File: src/rtl/ad9958_profile_sequencer.sv
// Steps the AD9958 FTW/ASF inputs through a host-loaded profile table, advancing on io_update rising edges.
// Latency: outputs change one cycle after the upd strobe; there is no backpressure, and writes are accepted in any state.
module ad9958_profile_sequencer #(
    parameter int DEPTH_LOG2 = 3,
    parameter int DWELL_W    = 16
) (
    input  logic                  clock,
    input  logic                  reset_n,
    input  logic                  wr_en,
    input  logic [DEPTH_LOG2-1:0] wr_addr,
    input  logic [31:0]           wr_ftw_ch0,
    input  logic [31:0]           wr_ftw_ch1,
    input  logic [9:0]            wr_asf_ch0,
    input  logic [9:0]            wr_asf_ch1,
    input  logic [DWELL_W-1:0]    wr_dwell,
    input  logic [DEPTH_LOG2-1:0] last_index,
    input  logic                  loop_en,
    input  logic                  start,
    input  logic                  stop,
    input  logic                  io_update,
    output logic [31:0]           ftw_ch0,
    output logic [31:0]           ftw_ch1,
    output logic [9:0]            asf_ch0,
    output logic [9:0]            asf_ch1,
    output logic                  running,
    output logic [DEPTH_LOG2-1:0] index,
    output logic                  done
);
    localparam int DEPTH = 1 << DEPTH_LOG2;
    localparam logic [DWELL_W-1:0] DWELL_ONE = {{(DWELL_W-1){1'b0}}, 1'b1};

    typedef enum logic {IDLE, RUN} state_t;

    state_t                  state, state_nxt;
    logic [31:0]             ftw0_mem  [DEPTH];
    logic [31:0]             ftw1_mem  [DEPTH];
    logic [9:0]              asf0_mem  [DEPTH];
    logic [9:0]              asf1_mem  [DEPTH];
    logic [DWELL_W-1:0]      dwell_mem [DEPTH];
    logic                    io_update_q;
    logic                    upd;
    logic [DWELL_W-1:0]      dwell_cnt;
    logic [DEPTH_LOG2-1:0]   last_cap;
    logic                    loop_cap;
    logic                    load;
    logic                    capture;
    logic                    dwell_dec;
    logic                    done_nxt;
    logic [DEPTH_LOG2-1:0]   load_addr;
    logic [DWELL_W-1:0]      load_dwell;

    assign upd        = io_update & ~io_update_q;
    assign load_dwell = dwell_mem[load_addr];

    // Loads read the array before this edge's write lands, so a same-entry
    // write in the load cycle is only seen on the next load.
    always_ff @(posedge clock) begin
        if (!reset_n) begin
            for (int i = 0; i < DEPTH; i++) begin
                ftw0_mem[i]  <= '0;
                ftw1_mem[i]  <= '0;
                asf0_mem[i]  <= '0;
                asf1_mem[i]  <= '0;
                dwell_mem[i] <= '0;
            end
        end else if (wr_en) begin
            ftw0_mem[wr_addr]  <= wr_ftw_ch0;
            ftw1_mem[wr_addr]  <= wr_ftw_ch1;
            asf0_mem[wr_addr]  <= wr_asf_ch0;
            asf1_mem[wr_addr]  <= wr_asf_ch1;
            dwell_mem[wr_addr] <= wr_dwell;
        end
    end

    always_comb begin
        state_nxt = state;
        load      = 1'b0;
        load_addr = '0;
        capture   = 1'b0;
        dwell_dec = 1'b0;
        done_nxt  = 1'b0;
        case (state)
            IDLE: begin
                if (start && !stop) begin
                    state_nxt = RUN;
                    load      = 1'b1;
                    capture   = 1'b1;
                end
            end
            RUN: begin
                if (stop) begin
                    state_nxt = IDLE;
                end else if (upd) begin
                    if (dwell_cnt > DWELL_ONE) begin
                        dwell_dec = 1'b1;
                    end else if (index != last_cap) begin
                        load      = 1'b1;
                        load_addr = index + 1'b1;
                    end else if (loop_cap) begin
                        load      = 1'b1;
                    end else begin
                        state_nxt = IDLE;
                        done_nxt  = 1'b1;
                    end
                end
            end
            default: state_nxt = IDLE;
        endcase
    end

    always_ff @(posedge clock) begin
        if (!reset_n) begin
            state       <= IDLE;
            io_update_q <= 1'b0;
            dwell_cnt   <= '0;
            last_cap    <= '0;
            loop_cap    <= 1'b0;
            ftw_ch0     <= '0;
            ftw_ch1     <= '0;
            asf_ch0     <= '0;
            asf_ch1     <= '0;
            index       <= '0;
            running     <= 1'b0;
            done        <= 1'b0;
        end else begin
            state       <= state_nxt;
            io_update_q <= io_update;
            running     <= (state_nxt == RUN);
            done        <= done_nxt;
            if (capture) begin
                last_cap <= last_index;
                loop_cap <= loop_en;
            end
            if (load) begin
                ftw_ch0   <= ftw0_mem[load_addr];
                ftw_ch1   <= ftw1_mem[load_addr];
                asf_ch0   <= asf0_mem[load_addr];
                asf_ch1   <= asf1_mem[load_addr];
                index     <= load_addr;
                dwell_cnt <= (load_dwell == '0) ? DWELL_ONE : load_dwell;
            end else if (dwell_dec) begin
                dwell_cnt <= dwell_cnt - DWELL_ONE;
            end
        end
    end
endmodule
File: config.mk
export PLATFORM = sky130hd
export DESIGN_NAME = ad9958_profile_sequencer
export DESIGN_NICKNAME = d
export VERILOG_FILES = /design/src/rtl/ad9958_profile_sequencer.sv
export SDC_FILE = /design/constraint.sdc
export NUM_CORES = 1
export LEC_CHECK = 0
export BUFFER_PORTS_ARGS = -buffer_cell sky130_fd_sc_hd__buf_4
export CORE_MARGIN = 5
export CORE_UTILIZATION = 40
export CTS_BUF_LIST = sky130_fd_sc_hd__clkbuf_2 sky130_fd_sc_hd__clkbuf_4 sky130_fd_sc_hd__clkbuf_8
export CTS_CLUSTER_DIAMETER = 120
export DETAILED_ROUTE_END_ITERATION = 10
export PLACE_DENSITY_LB_ADDON = 0.12
export SLEW_MARGIN = 20
export SYNTH_ARGS = -nofsm -noshare
export SYNTH_HDL_FRONTEND = slang
export SYNTH_SLANG_ARGS = --single-unit
File: constraint.sdc
create_clock -name clock -period 14.11 [get_ports clock]
set_clock_uncertainty 0.15 [all_clocks]
set_input_delay 0.7055 -clock clock [delete_from_list [all_inputs] [get_ports clock]]
set_output_delay 0.7055 -clock clock [all_outputs]
set_load 0.005 [all_outputs]
==> results.cfg <==
[outcome]
status = completed

[global_route]
grt_pass1_wl_um = 167200
grt_max_degree = 124
grt_overflow = 0
first_global_vias = 25390
antenna_found_initial = 13
grt_use_total_pct = 21.28

[critical_path]
startpoint = index[2]$_SDFFE_PN0P_
slowest_stage = nand2b_4
critPathLaunchType = register
cp-end-kind = register
r2r_slack_ns = 9.69
cp_slowest_stage_delay_ns = 0.70
regToRegEndpoint = asf_ch1[3]$_SDFFE_PN0P_
crit_path_end = asf_ch1[3]$_SDFFE_PN0P_
required_ns = 14.64
cp_max_fo = 96
worstSetupPathType = reg -> reg
reg2reg_from = index[2]$_SDFFE_PN0P_
path_cells = xor2_1 -> o31ai_1 -> nor3_4 -> buf_4 -> nand2b_4 -> buf_12 -> mux4_2 -> a22oi_1 -> a21boi_1
arrival_ns = 4.95
ff2ff_path_depth = 9

[clock_tree]
clkLatencyLatePin_ns = 0.81
clock-sinks = 910
cts_repair_resize_count = 0
post_cts_buffers = 0
h-tree-depth = 4
clock-root-buffer = clkbuf_8
cts_buffers = 158
cts_tree = yes
cts.clk_slew.worst_paths_ns = 0.06
clockBufferDepth = 3

[flow_run]
maxCapViolCount = 0

[die]
fp.dieW_um = 324.3
ios = 202
initial_utilization_pct = 40.22
die-area_sq_mm = 0.1052
core_sq_mm = 0.09828
fp.dieH_um = 324.3
rows = 115

[route]
drt-wirelength-per-cell_um = 25.96
drtIter0Drc = 1960
ant_nets = 0
route.detailed.drc = 0
routed_wl_um = 112800
drtPass1Iterations = 5
vias = 23490
vias_per_cell = 5.407

[place]
hpwl_um = 58060
io_buffers = 201
gp_congestion = 0.7774
dp_worst_setup_slack_ns = 9.449

[yosys]
netlist_top_cells_area = edfxtp_1, and2_1, mux4_2, dfxtp_1, a22oi_1
yosys.area.top_type = edfxtp_1
async_reset_ff_share_pct = 0
synth_edf_count = 800
yosysSeqAreaShare_pct = 66.36
ys_ff_latch = 910
yosys_warnings = 0
syn_avg_cell_area_sq_um = 15.07
synth_top_area_share_pct = 60.78
ys.flop_type = edfxtp_1
syn_area_sq_mm = 0.03952
syn_nets = 2739
synth_cells = 2623
synth_cell_type_count = 56

[timing]
worst_slew_pin_slew_ns = 1.131
fin_crit_ns = 4.419
final-hold-violation-count = 0
slew_headroom_pct = 24.61
max_freq_ghz = 0.2263
setup_viol = 0
fin_crit_sh_pct = 31.32
tns_ns = 0
timing.hold.ws_ns = 0.08170
slew_violations = 0
setup_slack_ns = 9.691
rsz0062_at_grt = no

[final_layout]
layout-drive-gt1-share_pct = 24.21
area_growth_pct = 17.21
final_core_util_pct = 47.14
nNetsFinal = 3033

[pwr]
leakage_nw = 16.53
power_density_mw_per_mm2 = 128.5
power.total_mw = 5.955
vdd_ir_drop_max_uv = 70.81

[min_path]
worstHoldPathType = in -> reg
[placed cells by master, fill, tap and decap left out, drive strengths merged, types with 4 or more instances in the layout]
master / n
nand3: 5
o221a: 5
edfxtp: 800
and2: 806
nor2b: 10
a31oi: 7
clkinv: 29
or3: 4
mux2i: 38
a21oi: 68
a21boi: 43
a2bb2oi: 7
and3: 4
dfxtp: 110
inv: 12
clkinvlp: 6
buf: 253
diode: 14
mux4: 184
clkbuf: 242
xor2: 4
nor4: 7
nand2b: 8
nor3b: 6
nand4: 4
o22ai: 9
nand2: 101
o21ai: 25
dlygate4sd3: 63
a22oi: 85
nor3: 18
nor2: 46
[sequential cells by signal (all words and copies together), names as in the netlist]
register     flops
io_update_q      1
dwell_mem      128
ftw_ch1         32
asf_ch0         10
asf0_mem        80
done             1
dwell_cnt       16
asf1_mem        80
ftw0_mem       256
ftw1_mem       256
loop_cap         1
ftw_ch0         32
asf_ch1         10
index            3
last_cap         3
state            1
[area by class of cell]
| class | count | area (sq um) |
|---|---|---|
| inverters | 5 | 18.77 |
| clock inverters | 45 | 317.8 |
| flip-flops and latches | 910 | 26230 |
| fillers | 8601 | 51950 |
| diodes | 14 | 35.03 |
| well taps | 1287 | 1610 |
| clock buffers | 242 | 2843 |
| multi-input cells | 1526 | 12690 |
| repair buffers | 316 | 2584 |
[report_power, final]
part / switching [mW] / internal (mW) / total [mW]
Combinational: 0.230 / 0.158 / 0.388
Clock: 1.08 / 1.34 / 2.42
Sequential: 0.0541 / 3.09 / 3.15
Total: 1.36 / 4.59 / 5.95
[cells in the mapped netlist (2+ instances only)]
library cell,n
and2_1,806
edfxtp_1,800
mux4_2,184
clkbuf_1,146
dfxtp_1,110
nand2_1,101
a22oi_1,85
a21oi_1,68
nor2_1,46
a21boi_1,43
mux2i_1,38
o21ai_0,25
nor3_1,17
buf_1,12
buf_2,11
buf_6,11
nor2b_1,10
o22ai_1,9
nand2b_1,8
a2bb2oi_1,7
a31oi_1,7
nor4_1,7
nor3b_1,6
inv_1,5
nand3_1,5
o221a_2,5
and3_1,4
nand4_1,4
or3_1,4
xor2_1,4
a211oi_1,3
ha_1,3
o21bai_1,3
buf_4,2
o2111ai_1,2
o31ai_1,2
[worst min-delay path by stage]
stage | start | cells after the start | end
floorplan | asf_ch1[0]$_SDFFE_PN0P_ | 2 | asf_ch1[0]$_SDFFE_PN0P_
global placement | asf_ch0[1]$_SDFFE_PN0P_ | 2 | asf_ch0[1]$_SDFFE_PN0P_
detailed placement | asf_ch0[9]$_SDFFE_PN0P_ | 2 | asf_ch0[9]$_SDFFE_PN0P_
CTS | wr_ftw_ch1[20] | 2 | ftw1_mem[2][20]$_SDFFCE_PN0P_
global route | wr_ftw_ch0[13] | 2 | ftw0_mem[2][13]$_SDFFCE_PN0P_
finish | wr_ftw_ch0[13] | 2 | ftw0_mem[7][13]$_SDFFCE_PN0P_
[worst max-delay path: cells and delay by family (launching register included)]
kind,cells,cell delay [ns]
compound gates,3,0.92
simple gates,2,0.75
mux,1,0.63
flops,1,0.52
xor+xnor,1,0.19
buf+inv,2,0.81
[what timing repair did]
item                                    4_1_cts  5_1_grt
endpoints found under the hold margin       279        0
hold buffers                                 63        0
endpoints found under the setup margin        0        0
[logic make-up after synthesis]
logic type / synth area share, %
and+or+nand+nor: 15.30
DFF: 66.36
AOI/OAI and AO/OA: 4.647
muxes: 11.45
buffers and inverters: 2.039
xor gates and xnor gates: 0.1108
adders and majority gates: 0.09499
[per-stage QoR]
stage / cells / instance area, sq um
final: 4345 / 46320
after CTS: 4330 / 46260
after detailed placement: 3980 / 42470
after global placement: 3979 / 42450
after global routing: 4336 / 46300
after floorplan: 2623 / 39520
[per-layer routing]
metal | vias up | track usage, % | routed length [um]
li1 | 10360 | - | -
met4 | 2 | 6.040 | 2252
met2 | 721 | 36.33 | 56400
met1 | 12260 | 27.66 | 47350
met5 | - | 0 | 13
met3 | 153 | 4.555 | 6783
No activity file was read; power rests on OpenSTA's default activity.
